==> src/rtl/frontend_ctrl_pkg.sv <==
// ---------------------------------------------------------------------------
// frontend_ctrl_pkg
// Shared types and defaults for the front-end sequencing controller.
//   fe_state_t   : controller states (STARTUP, RUN, HALT, FLUSH, REDIRECT)
//   redir_kind_t : redirect request kinds; the numeric order is the priority
//                  order, so "a >= b" means "a may replace b"
//   FE_FLUSH_CYCLES / FE_STARTUP_CYCLES : default phase lengths
//   fe_timer_width() : width of the shared phase down-counter
// ---------------------------------------------------------------------------
package frontend_ctrl_pkg;

    typedef enum logic [2:0] {
        FE_STARTUP  = 3'd0,
        FE_RUN      = 3'd1,
        FE_HALT     = 3'd2,
        FE_FLUSH    = 3'd3,
        FE_REDIRECT = 3'd4
    } fe_state_t;

    // NONE must stay at zero and EXC at the top: the arbiter relies on a
    // plain magnitude compare to decide replacement.
    typedef enum logic [1:0] {
        REDIR_NONE = 2'd0,
        REDIR_JMP  = 2'd1,
        REDIR_BR   = 2'd2,
        REDIR_EXC  = 2'd3
    } redir_kind_t;

    localparam int FE_FLUSH_CYCLES   = 2;
    localparam int FE_STARTUP_CYCLES = 4;

    // The timer holds (cycles - 1) at most, so $clog2(max) bits suffice.
    function automatic int fe_timer_width(input int flush_cycles, input int startup_cycles);
        int max_cycles;
        max_cycles = (flush_cycles > startup_cycles) ? flush_cycles : startup_cycles;
        return (max_cycles <= 2) ? 1 : $clog2(max_cycles);
    endfunction

endpackage

==> src/rtl/frontend_ctrl_redirect_arbiter.sv <==
// ---------------------------------------------------------------------------
// frontend_ctrl_redirect_arbiter
// Combinational redirect arbitration for frontend_ctrl.
//   - Picks one same-cycle winner: exception > branch > jump.
//   - Decides whether the winner replaces the pending request (pending empty,
//     or winner priority >= pending priority) and produces the next value of
//     the pending register. The register itself lives in frontend_ctrl.
// Ports:
//   exc_req/exc_target, br_req/br_target, jmp_req/jmp_target : requests
//   pend_kind, pend_target : current pending register contents
//   consume         : 1 in the REDIRECT cycle; the pending entry is being
//                     issued, so it is treated as already empty
//   accept          : a request was latched this cycle
//   pend_kind_nxt, pend_target_nxt : next pending register contents
// ---------------------------------------------------------------------------
module frontend_ctrl_redirect_arbiter
    import frontend_ctrl_pkg::*;
#(
    parameter int PC_WIDTH = 32
) (
    input  logic                exc_req,
    input  logic [PC_WIDTH-1:0] exc_target,
    input  logic                br_req,
    input  logic [PC_WIDTH-1:0] br_target,
    input  logic                jmp_req,
    input  logic [PC_WIDTH-1:0] jmp_target,
    input  logic [1:0]          pend_kind,
    input  logic [PC_WIDTH-1:0] pend_target,
    input  logic                consume,
    output logic                accept,
    output logic [1:0]          pend_kind_nxt,
    output logic [PC_WIDTH-1:0] pend_target_nxt
);

    redir_kind_t         win_kind;
    logic [PC_WIDTH-1:0] win_target;
    redir_kind_t         held_kind;

    always_comb begin
        win_kind   = REDIR_NONE;
        win_target = '0;
        if (exc_req) begin
            win_kind   = REDIR_EXC;
            win_target = exc_target;
        end else if (br_req) begin
            win_kind   = REDIR_BR;
            win_target = br_target;
        end else if (jmp_req) begin
            win_kind   = REDIR_JMP;
            win_target = jmp_target;
        end

        held_kind = consume ? REDIR_NONE : redir_kind_t'(pend_kind);

        // Equal priority replaces: the newer request of the same kind wins.
        accept = (win_kind != REDIR_NONE) &&
                 ((held_kind == REDIR_NONE) || (win_kind >= held_kind));

        pend_kind_nxt   = held_kind;
        pend_target_nxt = pend_target;
        if (accept) begin
            pend_kind_nxt   = win_kind;
            pend_target_nxt = win_target;
        end
    end

endmodule

==> src/rtl/frontend_ctrl.sv <==
// ---------------------------------------------------------------------------
// frontend_ctrl
// Sequencing controller for the front end (fetch -> IF/ID FIFO -> decode ->
// ID/MP FIFO -> map -> MP/RN FIFO -> rename). Owns the stage enables and
// stalls, the FIFO flush, and turns startup, halts and redirect requests into
// one ordered flush-then-redirect sequence.
//
// Request / pulse protocol: exc_req, br_req and jmp_req are sampled on every
// rising clock edge with rst=1; there is no back-pressure, a request either
// lands in the single pending register or is dropped on that same edge. The
// redirect itself is a one-cycle pulse (exception, branch or jump) that is the
// valid qualifier for pc_override; fetch must act on it in that cycle.
//
// Ports:
//   clk, rst            : clock, synchronous active-low reset
//   exc_req/exc_target  : exception redirect request and handler PC
//   br_req/br_target    : mispredicted-branch redirect and target
//   jmp_req/jmp_target  : jump redirect and target
//   halt_req            : level, keep the front end idle while 1
//   map_full, rs_full   : back-pressure from map free list / reservation stn
//   if_en, id_en        : fetch write enable, decode read enable
//   stall               : global front-end stall
//   if/id/mp/rn_stall   : per-stage stalls
//   fifo_flush          : synchronous clear of the three inter-stage FIFOs
//   branch/jump/exception : one-cycle redirect pulses
//   pc_override         : redirect PC, valid with a pulse, held otherwise
//   busy                : 1 in any state other than RUN
//   redirect_count      : saturating count of redirects issued
// All outputs are registered from the next state.
// ---------------------------------------------------------------------------
module frontend_ctrl
    import frontend_ctrl_pkg::*;
#(
    parameter int PC_WIDTH       = 32,
    parameter int FLUSH_CYCLES   = FE_FLUSH_CYCLES,
    parameter int STARTUP_CYCLES = FE_STARTUP_CYCLES,
    parameter int CNT_WIDTH      = 16
) (
    input  logic                 clk,
    input  logic                 rst,
    input  logic                 exc_req,
    input  logic [PC_WIDTH-1:0]  exc_target,
    input  logic                 br_req,
    input  logic [PC_WIDTH-1:0]  br_target,
    input  logic                 jmp_req,
    input  logic [PC_WIDTH-1:0]  jmp_target,
    input  logic                 halt_req,
    input  logic                 map_full,
    input  logic                 rs_full,
    output logic                 if_en,
    output logic                 id_en,
    output logic                 stall,
    output logic                 if_stall,
    output logic                 id_stall,
    output logic                 mp_stall,
    output logic                 rn_stall,
    output logic                 fifo_flush,
    output logic                 branch,
    output logic                 jump,
    output logic                 exception,
    output logic [PC_WIDTH-1:0]  pc_override,
    output logic                 busy,
    output logic [CNT_WIDTH-1:0] redirect_count
);

    localparam int                   TMR_W        = fe_timer_width(FLUSH_CYCLES, STARTUP_CYCLES);
    localparam logic [TMR_W-1:0]     FLUSH_LOAD   = TMR_W'(FLUSH_CYCLES - 1);
    localparam logic [TMR_W-1:0]     STARTUP_LOAD = TMR_W'(STARTUP_CYCLES - 1);
    localparam logic [CNT_WIDTH-1:0] CNT_MAX      = '1;

    fe_state_t           state;
    fe_state_t           state_nxt;
    logic [TMR_W-1:0]    tmr;
    logic [TMR_W-1:0]    tmr_nxt;
    redir_kind_t         pend_kind;
    logic [PC_WIDTH-1:0] pend_target;
    logic [1:0]          pend_kind_nxt;
    logic [PC_WIDTH-1:0] pend_target_nxt;
    logic                accept;
    logic                has_pend;

    frontend_ctrl_redirect_arbiter #(
        .PC_WIDTH (PC_WIDTH)
    ) u_arb (
        .exc_req         (exc_req),
        .exc_target      (exc_target),
        .br_req          (br_req),
        .br_target       (br_target),
        .jmp_req         (jmp_req),
        .jmp_target      (jmp_target),
        .pend_kind       (pend_kind),
        .pend_target     (pend_target),
        .consume         (state == FE_REDIRECT),
        .accept          (accept),
        .pend_kind_nxt   (pend_kind_nxt),
        .pend_target_nxt (pend_target_nxt)
    );

    // Includes a request captured on this very edge, so a request in RUN or
    // HALT moves to FLUSH on the same edge that latches it.
    assign has_pend = (pend_kind_nxt != REDIR_NONE);

    // Next state and phase timer. One timer serves both STARTUP and FLUSH;
    // it is loaded with (length - 1) and the phase ends on the edge that
    // sees it at zero.
    always_comb begin
        state_nxt = state;
        tmr_nxt   = tmr;
        unique case (state)
            FE_STARTUP: begin
                if (tmr == '0) begin
                    if (has_pend) begin
                        state_nxt = FE_FLUSH;
                        tmr_nxt   = FLUSH_LOAD;
                    end else if (halt_req) begin
                        state_nxt = FE_HALT;
                    end else begin
                        state_nxt = FE_RUN;
                    end
                end else begin
                    tmr_nxt = tmr - TMR_W'(1);
                end
            end
            FE_RUN, FE_HALT: begin
                if (has_pend) begin
                    state_nxt = FE_FLUSH;
                    tmr_nxt   = FLUSH_LOAD;
                end else if (halt_req) begin
                    state_nxt = FE_HALT;
                end else begin
                    state_nxt = FE_RUN;
                end
            end
            FE_FLUSH: begin
                // A newly accepted request restarts the flush so the younger
                // redirect still gets a full flush window.
                if (accept) begin
                    tmr_nxt = FLUSH_LOAD;
                end else if (tmr == '0) begin
                    state_nxt = FE_REDIRECT;
                end else begin
                    tmr_nxt = tmr - TMR_W'(1);
                end
            end
            FE_REDIRECT: begin
                if (accept) begin
                    state_nxt = FE_FLUSH;
                    tmr_nxt   = FLUSH_LOAD;
                end else if (halt_req) begin
                    state_nxt = FE_HALT;
                end else begin
                    state_nxt = FE_RUN;
                end
            end
            default: begin
                state_nxt = FE_STARTUP;
                tmr_nxt   = STARTUP_LOAD;
            end
        endcase
    end

    always_ff @(posedge clk) begin
        if (!rst) begin
            state          <= FE_STARTUP;
            tmr            <= STARTUP_LOAD;
            pend_kind      <= REDIR_NONE;
            pend_target    <= '0;
            redirect_count <= '0;
            pc_override    <= '0;
            if_en          <= 1'b0;
            id_en          <= 1'b0;
            stall          <= 1'b1;
            if_stall       <= 1'b0;
            id_stall       <= 1'b0;
            mp_stall       <= 1'b0;
            rn_stall       <= 1'b0;
            fifo_flush     <= 1'b0;
            branch         <= 1'b0;
            jump           <= 1'b0;
            exception      <= 1'b0;
            busy           <= 1'b1;
        end else begin
            state       <= state_nxt;
            tmr         <= tmr_nxt;
            pend_kind   <= redir_kind_t'(pend_kind_nxt);
            pend_target <= pend_target_nxt;

            // Idle defaults (STARTUP and HALT look like this).
            if_en      <= 1'b0;
            id_en      <= 1'b0;
            stall      <= 1'b1;
            if_stall   <= 1'b0;
            id_stall   <= 1'b0;
            mp_stall   <= 1'b0;
            rn_stall   <= 1'b0;
            fifo_flush <= 1'b0;
            branch     <= 1'b0;
            jump       <= 1'b0;
            exception  <= 1'b0;
            busy       <= 1'b1;

            unique case (state_nxt)
                FE_RUN: begin
                    if_en    <= 1'b1;
                    id_en    <= 1'b1;
                    stall    <= 1'b0;
                    mp_stall <= map_full;
                    rn_stall <= rs_full;
                    busy     <= 1'b0;
                end
                FE_FLUSH: begin
                    fifo_flush <= 1'b1;
                    if_stall   <= 1'b1;
                    id_stall   <= 1'b1;
                    mp_stall   <= 1'b1;
                    rn_stall   <= 1'b1;
                end
                FE_REDIRECT: begin
                    // Only reachable from FLUSH without a same-edge accept,
                    // so the current pending entry is the one to issue.
                    stall       <= 1'b0;
                    exception   <= (pend_kind == REDIR_EXC);
                    branch      <= (pend_kind == REDIR_BR);
                    jump        <= (pend_kind == REDIR_JMP);
                    pc_override <= pend_target;
                    if (redirect_count != CNT_MAX) begin
                        redirect_count <= redirect_count + CNT_WIDTH'(1);
                    end
                end
                default: begin
                end
            endcase
        end
    end

endmodule

==> config.mk <==
export PLATFORM = sky130hd
export DESIGN_NAME = frontend_ctrl
export DESIGN_NICKNAME = d
export VERILOG_FILES = /design/src/rtl/frontend_ctrl_pkg.sv /design/src/rtl/frontend_ctrl_redirect_arbiter.sv /design/src/rtl/frontend_ctrl.sv
export SDC_FILE = /design/constraint.sdc
export NUM_CORES = 1
export LEC_CHECK = 0
export CELL_PAD_IN_SITES_DETAIL_PLACEMENT = 0
export CELL_PAD_IN_SITES_GLOBAL_PLACEMENT = 1
export CORE_MARGIN = 10
export CORE_UTILIZATION = 34
export CTS_CLUSTER_SIZE = 16
export DETAILED_ROUTE_END_ITERATION = 12
export GPL_TIMING_DRIVEN = 0
export PLACE_DENSITY_LB_ADDON = 0.1
export SYNTH_ARGS = -nofsm -noshare
export SYNTH_HDL_FRONTEND = slang
export SYNTH_HIERARCHICAL = 1
export SYNTH_SLANG_ARGS = --single-unit
==> constraint.sdc <==
create_clock -name clk -period 5 [get_ports clk]
set_input_delay 1 -clock clk [delete_from_list [all_inputs] [get_ports clk]]
set_output_delay 1 -clock clk [all_outputs]
set_load 0.01 [all_outputs]
Yosys cells after proc, flatten, opt, wreduce, memory -nomap -nowiden
Cells that the tools add are included.
- add/subtract/negate cells: 2
- multipliers: 0
- div/mod/pow operators: 0
- order comparisons: 1
- equal/unequal tests: 13
- shifts and indexed selects: 0
- muxes and demuxes: 27
- bitwise operators: 0
- reduce and logical (&&, ||, !) cells: 12
- operator list (operator ; count):
    $mux W32 ; 3
    $mux W2 ; 12
    $add A16 B1 Y16 const B ; 1
    $ne A16 B16 Y1 const B ; 1
    $pmux W3 S4 ; 1
    $eq A3 B2 Y1 const B ; 3
    $mux W3 ; 3
    $pmux W2 S4 ; 1
    $eq A3 B1 Y1 const B ; 2
    $eq A3 B3 Y1 const B ; 2
    $reduce_and A2 Y1 ; 3
    $mux W1 ; 5
    $eq A2 B2 Y1 const B ; 2
    $logic_not A2 Y1 ; 2
    $pmux W1 S2 ; 2
    $reduce_bool A2 Y1 ; 2
    $reduce_or A2 Y1 ; 2
    $logic_not A3 Y1 ; 1
    $ne A3 B3 Y1 const B ; 1
    $eq A2 B1 Y1 const B ; 1
    $ge A2 B2 Y1 ; 1
    $ne A2 B2 Y1 const B ; 1
    $sub A2 B1 Y2 const B ; 1
    $logic_and A1 B1 Y1 ; 1
    $logic_or A1 B1 Y1 ; 1
- register bits: 96
- bits in latches: 0
- memory bits (writable): 0
- memory bits (read-only): 0
- bits of input ports: 104
- output and inout port bits: 60
- memories kept: 0

Logic depth before layout (Yosys ltp)
Gate-level depths: netlist (run 1).
- depth after elaboration: 14
- depth in mapped cells: 16

Cells and area by module
Netlist (run 1), hierarchy kept.
- modules (own cells, without submodules) (module ; instances ; cells an instance ; area each (µm²) ; sequential area each (µm²)):
    frontend_ctrl ; 1 ; 396 ; 3658.5 ; 1921.8
    frontend_ctrl_redirect_arbiter ; 1 ; 163 ; 1265.0 ; 0.0

Worst setup path before layout (run 1)
OpenSTA, ideal clock, no wires.
- path kind: input-to-reg
- start point: in br_req
- end point: reg stall
- setup time: 0.136 ns
- data arrival time: 3.828 ns
- required time: 4.864 ns
- setup slack: 1.036 ns
- cell stages on the path: 15
- buffers on the path: 3
- cells stage by stage: buf_2 -> nor2b_1 -> clkbuf_1 -> buf_2 -> nor2_1 -> ha_1 -> nand2b_4 -> a2111oi_4 -> and2b_2 -> o22ai_1 -> nor2_1 -> a2111oi_2 -> o31ai_4 -> inv_2 -> a31oi_1
- longest elaborated chain between the ends: 13
- ends and longest elaborated chain (what ; RTL line ; text):
    start: declaration ; frontend_ctrl.sv:43 ; input logic br_req,
    $mux W2 * ; frontend_ctrl_redirect_arbiter.sv:45 ; end else if (br_req) begin
    $mux W2 * ; frontend_ctrl_redirect_arbiter.sv:42 ; if (exc_req) begin
    $ge A2 B2 Y1 ; frontend_ctrl_redirect_arbiter.sv:57 ; ((held_kind == REDIR_NONE) || (win_kind >= held_kind));
    $logic_or A1 B1 Y1 ; frontend_ctrl_redirect_arbiter.sv:57 ;
    $logic_and A1 B1 Y1 ; frontend_ctrl_redirect_arbiter.sv:56 ; accept = (win_kind != REDIR_NONE) &&
    $mux W2 * ; frontend_ctrl_redirect_arbiter.sv:61 ; if (accept) begin
    named net pend_kind_nxt[1] ; frontend_ctrl.sv:77 ; logic [1:0] pend_kind_nxt;
    $reduce_bool A2 Y1 * ; frontend_ctrl.sv:101 ; assign has_pend = (pend_kind_nxt != REDIR_NONE);
    $mux W2 * ; frontend_ctrl.sv:112 ; if (has_pend) begin
    $mux W3 ; frontend_ctrl.sv:111 ; if (tmr == '0) begin
    $pmux W3 S4 * ; frontend_ctrl.sv:109 ; unique case (state)
    $eq A3 B3 Y1 / $eq A3 B1 Y1 (equally long branches) ; frontend_ctrl.sv:202 ; unique case (state_nxt)
    $reduce_or A2 Y1 (no source line) * ; -- ;
    $mux W1 * ; frontend_ctrl.sv:202 ;
    end signal: assignment ; frontend_ctrl.sv:191 ; stall <= 1'b1;
    end signal: assignment ; frontend_ctrl.sv:206 ; stall <= 1'b0;
    end signal: assignment ; frontend_ctrl.sv:221 ; stall <= 1'b0;
    end: declaration ; frontend_ctrl.sv:52 ; output logic stall,
The timed path passes the listed nets; every way through them passes the cells marked *.
A chain may end at the register's enable or synchronous reset.

Final worst setup path (run 1)
- start point: in exc_req
- end point: reg stall
- longest elaborated chain between the ends: 12
- ends and longest elaborated chain (what ; RTL line ; text):
    start: declaration ; frontend_ctrl.sv:41 ; input logic exc_req,
    $mux W2 * ; frontend_ctrl_redirect_arbiter.sv:42 ;
    $ge A2 B2 Y1 ; frontend_ctrl_redirect_arbiter.sv:57 ;
    $logic_or A1 B1 Y1 ; frontend_ctrl_redirect_arbiter.sv:57 ;
    $logic_and A1 B1 Y1 ; frontend_ctrl_redirect_arbiter.sv:56 ;
    $mux W2 * ; frontend_ctrl_redirect_arbiter.sv:61 ;
    named net pend_kind_nxt[1] ; frontend_ctrl.sv:77 ;
    $reduce_bool A2 Y1 * ; frontend_ctrl.sv:101 ;
    $mux W2 * ; frontend_ctrl.sv:112 ;
    $mux W3 ; frontend_ctrl.sv:111 ;
    $pmux W3 S4 * ; frontend_ctrl.sv:109 ;
    $eq A3 B3 Y1 / $eq A3 B1 Y1 (equally long branches) ; frontend_ctrl.sv:202 ;
    $reduce_or A2 Y1 (no source line) * ; -- ;
    $mux W1 * ; frontend_ctrl.sv:202 ;
Marks and branches as above.

==> results of run 1 <==
sequential cells by signal, indices dropped and copies added (netlist names):
| name | flops |
|---|---|
| tmr | 2 |
| id_en | 1 |
| fifo_flush | 1 |
| stall | 1 |
| pc_override | 32 |
| mp_stall | 1 |
| state | 3 |
| redirect_count | 16 |
| busy | 1 |
| branch | 1 |
| jump | 1 |
| exception | 1 |
| pend_kind | 2 |
| pend_target | 32 |
| rn_stall | 1 |
report_power, final:
group	switching [mW]	internal [mW]	leakage (nW)	total [mW]
Combinational	0.259	0.334	1.85	0.593
Sequential	0.0356	0.833	0.784	0.869
Clock	0.287	0.398	0.139	0.686
worst max-delay path, cell delays in order:
cell and delay (ps):
clkdlybuf4s50_1 500, clkbuf_1 390, clkbuf_2 330, nor2_1 100, ha_1 290, nand2b_4 150
a2111oi_4 480, and2b_2 270, o22ai_1 330, nor2_1 120, a2111oi_2 510, o31ai_4 110
inv_2 100, a31oi_1 80
area by class of cell:
type	instances	area, um2	share of cell area
clock inverters	3	42.54	0.006025
flip-flops and latches	96	1922	0.2722
inverters	41	153.9	0.02180
multi-input cells	378	2615	0.3704
clock buffers	12	246.5	0.03491
repair buffers	162	1622	0.2297
well taps	180	225.2	0.03190
plain buffers	44	234.0	0.03314
routing by layer:
layer  wire [um]  track usage  share of wire
met1        7136       0.1957           0.45
met5           0            0              0
met2        7231       0.2512           0.45
met3        1460      0.06018          0.091
met4         156      0.04783         0.0098
kinds of logic after synthesis:
kind of cell,Yosys count,share of synthesized area
adder cells (fa/ha/maj),6,0.01525
buffers and inverters,85,0.07852
XOR/XNOR,1,0.001779
flip-flops,96,0.3903
AND/OR/NAND/NOR,192,0.2155
multiplexers,42,0.1156
AO/OA/AOI/OAI,137,0.1830
through the flow:
step / hold slack [ps] / worst slack, ps / std cells / util
finish: 451.0 / 449.6 / 916 / 0.5028
CTS: 454.8 / 263.1 / 916 / 0.5027
floorplan: 425.2 / 1036 / 559 / -
global route: 469.4 / 63.60 / 916 / 0.5028
global placement: 435.5 / -26.05 / 901 / 0.4821
detailed placement: 445.1 / -85.89 / 901 / 0.4821
cells in the mapped netlist (5+ instances only):
master | number | area, um2
mux2i_1 | 10 | 100.1
buf_2 | 9 | 45.04
inv_1 | 40 | 150.1
buf_4 | 7 | 52.55
o21ai_0 | 8 | 40.04
a21oi_1 | 76 | 380.4
a221oi_1 | 33 | 289.0
ha_1 | 6 | 75.07
nand2b_1 | 11 | 68.82
dfxtp_1 | 96 | 1922
and2_1 | 37 | 231.5
mux2_4 | 29 | 435.4
nand3_1 | 5 | 25.02
nand2_1 | 83 | 311.6
a211oi_1 | 8 | 60.06
nor2_1 | 14 | 52.55
clkbuf_1 | 20 | 75.07
worst paths after layout:
check	end	cells after the start
worst min register to register	pc_override[1]	2
worst min-delay path	pc_override[1]	2
worst max register to register	stall	14
worst max-delay path	stall	14
what timing repair did:
action,in CTS,in global routing
gates resized for setup,0,2
endpoints found under the setup margin,0,8
hold buffers,0,0
==> flow_metrics.tcl, run 1 <==
set metrics [dict create \
    die_y_um 140.3 \
    routabilityCongestion 0.8421 \
    relSlewSlack 0.5408 \
    cts_max_path_buffers 2 \
    clockRootBuffer "clkbuf_16" \
    core_um2 14040 \
    crit_path_end_kind "register" \
    place_hpwl_mm 12.46 \
    fmax_mhz 219.8 \
    final_area_um2 7061 \
    synth.distinct_cells 58 \
    antenna_found_initial 0 \
    slew_viol_final 0 \
    die-area_um2 19690 \
    finalSetupViolCount 0 \
    p_leak_nw 2.771 \
    antenna_left 0 \
    status "complete, no violations" \
    startpoint_type "primary input" \
    viasPerCell 4.969 \
    cts_buffers 9 \
    grt_overflow_total 0 \
    grt_usage 0.1590 \
    chipWidth_um 140.3 \
    worst_pin_slew_ps 688.8 \
    skew_ps 8.501 \
    pin_count 164 \
    syn_inst 559 \
    layout_common_cells "162 x clkdlybuf4s50_1, 96 x dfxtp_1, 83 x nand2_1" \
    grt_pass1_wl_mm 25.43 \
    syn_nets 669 \
    synthFlopType "dfxtp_1" \
    nets 842 \
    ys_warn_count 6 \
    drt-initial-drc-count 234 \
    drv_cap 0 \
    rows 43 \
    post_cts.repair.setup_buffers 0 \
    synth-edff-count 0 \
    crit_fanout 10 \
    p_per_area_nw_per_um2 304.1 \
    cts_tree "built" \
    power_mw 2.147 \
    ys_async_sr_fraction 0 \
    start_util 0.3506 \
    r2r_setup_slack_ps 1300 \
    clock-sinks 96 \
    ys_seq_area_frac 0.3903 \
    worst_ep_required_time_ps 5200 \
    syn_area_um2 4923 \
    mostFrequentLayoutCell "clkdlybuf4s50_1" \
    finalHoldViolations 0 \
    diodes 0 \
    num_vias 4552 \
    grt_start_max_net_pins 16 \
    crit_start "exc_req" \
    port-buffer-count 162 \
    nFillCells 1348 \
    htree_levels 3 \
    wire_per_inst_um 17.45 \
    path_class "in -> reg" \
    drive_above_1_share 0.1155 \
    drc 0 \
    drt_first_pass_iters 5 \
    wl_mm 15.98 \
    worstHoldStart "pend_target[1]" \
    hold_class "reg -> reg" \
    crit-reg2reg-launch "state[2]" \
    grt_pass1_vias 4595 \
    synth-seq-cells 96 \
    clkSlewWorstSetupHoldPaths_ps 60 \
    post-route-period-util 0.9101 \
    avgSynthCellArea_um2 8.808 \
    clk_latency_ps 340 \
    crit_arrival_ps 4750 \
    tns_ps 0 \
    ir_drop_mv 0.1663 \
    rsz0062_at_grt "no" \
    dpl-instance-area_um2 6770 \
    synthToLayoutAreaGrowth_pct 43.41 \
    final.min_clock_period_ps 4550 \
]
No activity file was read; power rests on OpenSTA's default activity.
==> run 2, diff against run 1 <==
--- a/config.mk
+++ b/config.mk
@@ -9,4 +9,4 @@
 export CELL_PAD_IN_SITES_GLOBAL_PLACEMENT = 1
-export CORE_MARGIN = 10
-export CORE_UTILIZATION = 34
+export CORE_MARGIN = 1
+export CORE_UTILIZATION = 31
 export CTS_CLUSTER_SIZE = 16
@@ -17,3 +17,2 @@
 export SYNTH_HDL_FRONTEND = slang
-export SYNTH_HIERARCHICAL = 1
 export SYNTH_SLANG_ARGS = --single-unit
==> constraint.sdc (replaced) <==
create_clock -name clk -period 5 [get_ports clk]
set_input_delay 0.5 -clock clk [delete_from_list [all_inputs] [get_ports clk]]
set_output_delay 0.5 -clock clk [all_outputs]
set_load 0.01 [all_outputs]
==> run 2 against run 1 <==
Net effect:
- synthesized cell count increased by 5.4%
- final cell count is 3.2% higher
- sequential share of layout area up 2.1 points
- clock power is 6.6% higher
- sequential power is 2% lower
- area after synthesis is 11% lower
- via count rose by 2.8%
- routed wire length fell by 12%
- fmax up 26%
- worst hold slack is essentially flat
- flip-flop and latch count stayed put
- first-iteration DRC count up 5.1%
- critical path type unchanged
- critical endpoint is now mp_stall
==> flow_metrics.tcl, run 2 <==
set metrics [dict create \
    switching_share 0.2668 \
    yosysMostFrequentCell "nand2_1" \
    antenna_found_initial 0 \
    grt_pass1_vias 4580 \
    ys_warn_count 0 \
    htree_levels 3 \
    p_clk_frac 0.360 \
    final_area_um2 6551 \
    cts_hold_buf 0 \
    cts_tree "built" \
    ys_async_sr_fraction 0 \
    dp.cells 931 \
    cts_resized 0 \
    power_switching_uw 542.4 \
    synthToLayoutAreaGrowth_pct 49.05 \
    core_um2 13880 \
    grt_overflow_total 0 \
    syn_area_um2 4395 \
    skew_ps 6.008 \
    clock-sinks 96 \
    synth.distinct_cells 48 \
    die_y_um 121.1 \
    synth_common_cells "174 x nand2_1, 96 x dfxtp_1, 72 x a21oi_1, 42 x o21ai_0, 36 x clkbuf_1" \
    cts_max_path_buffers 2 \
    rows 43 \
    crit_path_end_kind "register" \
    avgSynthCellArea_um2 7.463 \
    finalHoldViolations 0 \
    clk_latency_ps 340 \
    layout_common_cells "174 x nand2_1, 162 x clkdlybuf4s50_1, 96 x dfxtp_1" \
    worst_pin_slew_ps 630.5 \
    start_util 0.3167 \
    port-buffer-count 162 \
    grt_pass1_wl_mm 22.29 \
    rsz0062_at_grt "no" \
    p_leak_nw 2.332 \
    synthFlopType "dfxtp_1" \
    top_regs "pc_override: 32 flops, pend_target: 32 flops, redirect_count: 16 flops" \
    p_comb_frac 0.220 \
    cts_buffers 9 \
    drt-initial-drc-count 246 \
    synth_top_area_share 0.4372 \
    place_hpwl_mm 10.47 \
    num_vias 4681 \
    dpl-instance-area_um2 6242 \
    grt_usage 0.1965 \
    finalSetupViolCount 0 \
    drc 0 \
    diodes 0 \
    hold_class "reg -> reg" \
    worst_ep_required_time_ps 5210 \
    synthTopCellsByArea "dfxtp_1 44%, nand2_1 15%, a21oi_1 8.2%" \
    fin_cells 945 \
    wire_per_inst_um 14.81 \
    synth-edff-count 0 \
    status "complete, no violations" \
    mostFrequentLayoutCell "nand2_1" \
    internal_power_mw 1.490 \
    post_cts.repair.setup_buffers 0 \
    post-route-period-util 0.7207 \
    drive_above_1_share 0.03922 \
    p_seq_frac 0.421 \
    synth-seq-cells 96 \
    chipWidth_um 121.1 \
    slew_viol_final 0 \
    syn_nets 697 \
    clockRootBuffer "clkbuf_16" \
    startpoint_type "primary input" \
    relSlewSlack 0.5768 \
    routabilityCongestion 0.8241 \
    fmax_mhz 277.5 \
    ys_seq_area_frac 0.4372 \
    hold_slack_ps 451.3 \
    path_class "in -> reg" \
    drt_first_pass_iters 5 \
    antenna_left 0 \
    drv_cap 0 \
    ir_drop_mv 0.1892 \
    crit_arrival_ps 3820 \
    nets 870 \
    die-area_um2 14660 \
    tns_ps 0 \
    p_per_area_nw_per_um2 310.3 \
    viasPerCell 4.953 \
    grt_start_max_net_pins 15 \
    synth_area_leader_cell "dfxtp_1" \
    crit_fanout 6 \
    final.min_clock_period_ps 3603 \
    syn_inst 589 \
    pin_count 164 \
    wl_mm 13.99 \
    clkSlewWorstSetupHoldPaths_ps 70 \
]
run 2: changes by cell type in the layout (fill, tap and decap cells not counted), moves of 29 or more:
cell	delta
a221oi_1	-33
a22oi_1	+32
and2_1	-35
inv_1	-31
mux2_4	-29
nand2_1	+91
o21ai_0	+34
run 2: cells by family after synthesis:
kind of cell             count (synthesis)  share of synthesized area
AND/OR/NAND/NOR                        251                     0.2445
XOR/XNOR                                11                    0.02192
adder cells (fa/ha/maj)                  4                    0.01139
AO/OA/AOI/OAI                          173                     0.2346
buffers and inverters                   54                    0.05038
flip-flops                              96                     0.4372
run 2: layer usage:
metal,GRT usage,vias up,part of all wire
li1,-,2367,-
met1,0.2304,2173,0.43
met2,0.3489,130,0.50
met3,0.05404,11,0.061
met4,0.05247,0,0.0099
met5,0,-,0
run 2: layout make-up:
cell class / count / area (um2)
Fill cell: 1428 / 7330
Multi-Input combinational cell: 439 / 2252
Sequential cell: 96 / 1922
Timing Repair Buffer: 162 / 1622
Clock buffer: 10 / 239.0
Tap cell: 180 / 225.2
Buffer: 45 / 187.7
Clock inverter: 4 / 70.07
Inverter: 9 / 33.78
run 2: power groups by stage:
stage / Combinational [mW] / Sequential [mW] / Clock [mW]
6_report: 0.446 / 0.855 / 0.731
3_5_place_dp: 0.447 / 0.871 / 0
3_3_place_gp: 0.440 / 0.869 / 0
2_1_floorplan: 0.250 / 0.870 / 0
5_1_grt: 0.499 / 0.862 / 0.783
4_1_cts: 0.448 / 0.854 / 0.751
run 2: final timing paths:
path,startpoint,endpoint,slack [ps],depth (start not counted)
hold reg to reg,pend_target[17],pc_override[17],450,2
setup / recovery,jmp_req,mp_stall,1400,11
setup reg to reg,state[1],mp_stall,1820,9
hold / removal,pend_target[17],pc_override[17],450,2
run 2: critical path, cell delays in order:
cell and delay [ps]:
clkdlybuf4s50_1 580, nor2b_1 160, clkbuf_1 360, nor2_1 120, ha_1 300, nand2b_1 180, a211oi_1 520, nor2_1 150
or3_4 380, o21ai_0 400, a21boi_0 150
run 2: metrics by stage:
step	power, mW	setup slack [ps]	utilization
final	2.033	1397	0.4720
after global placement	1.309	1051	0.4497
after floorplan	1.120	2084	-
after detailed placement	1.318	1077	0.4497
after global routing	2.144	1040	0.4720
after CTS	2.054	1415	0.4720
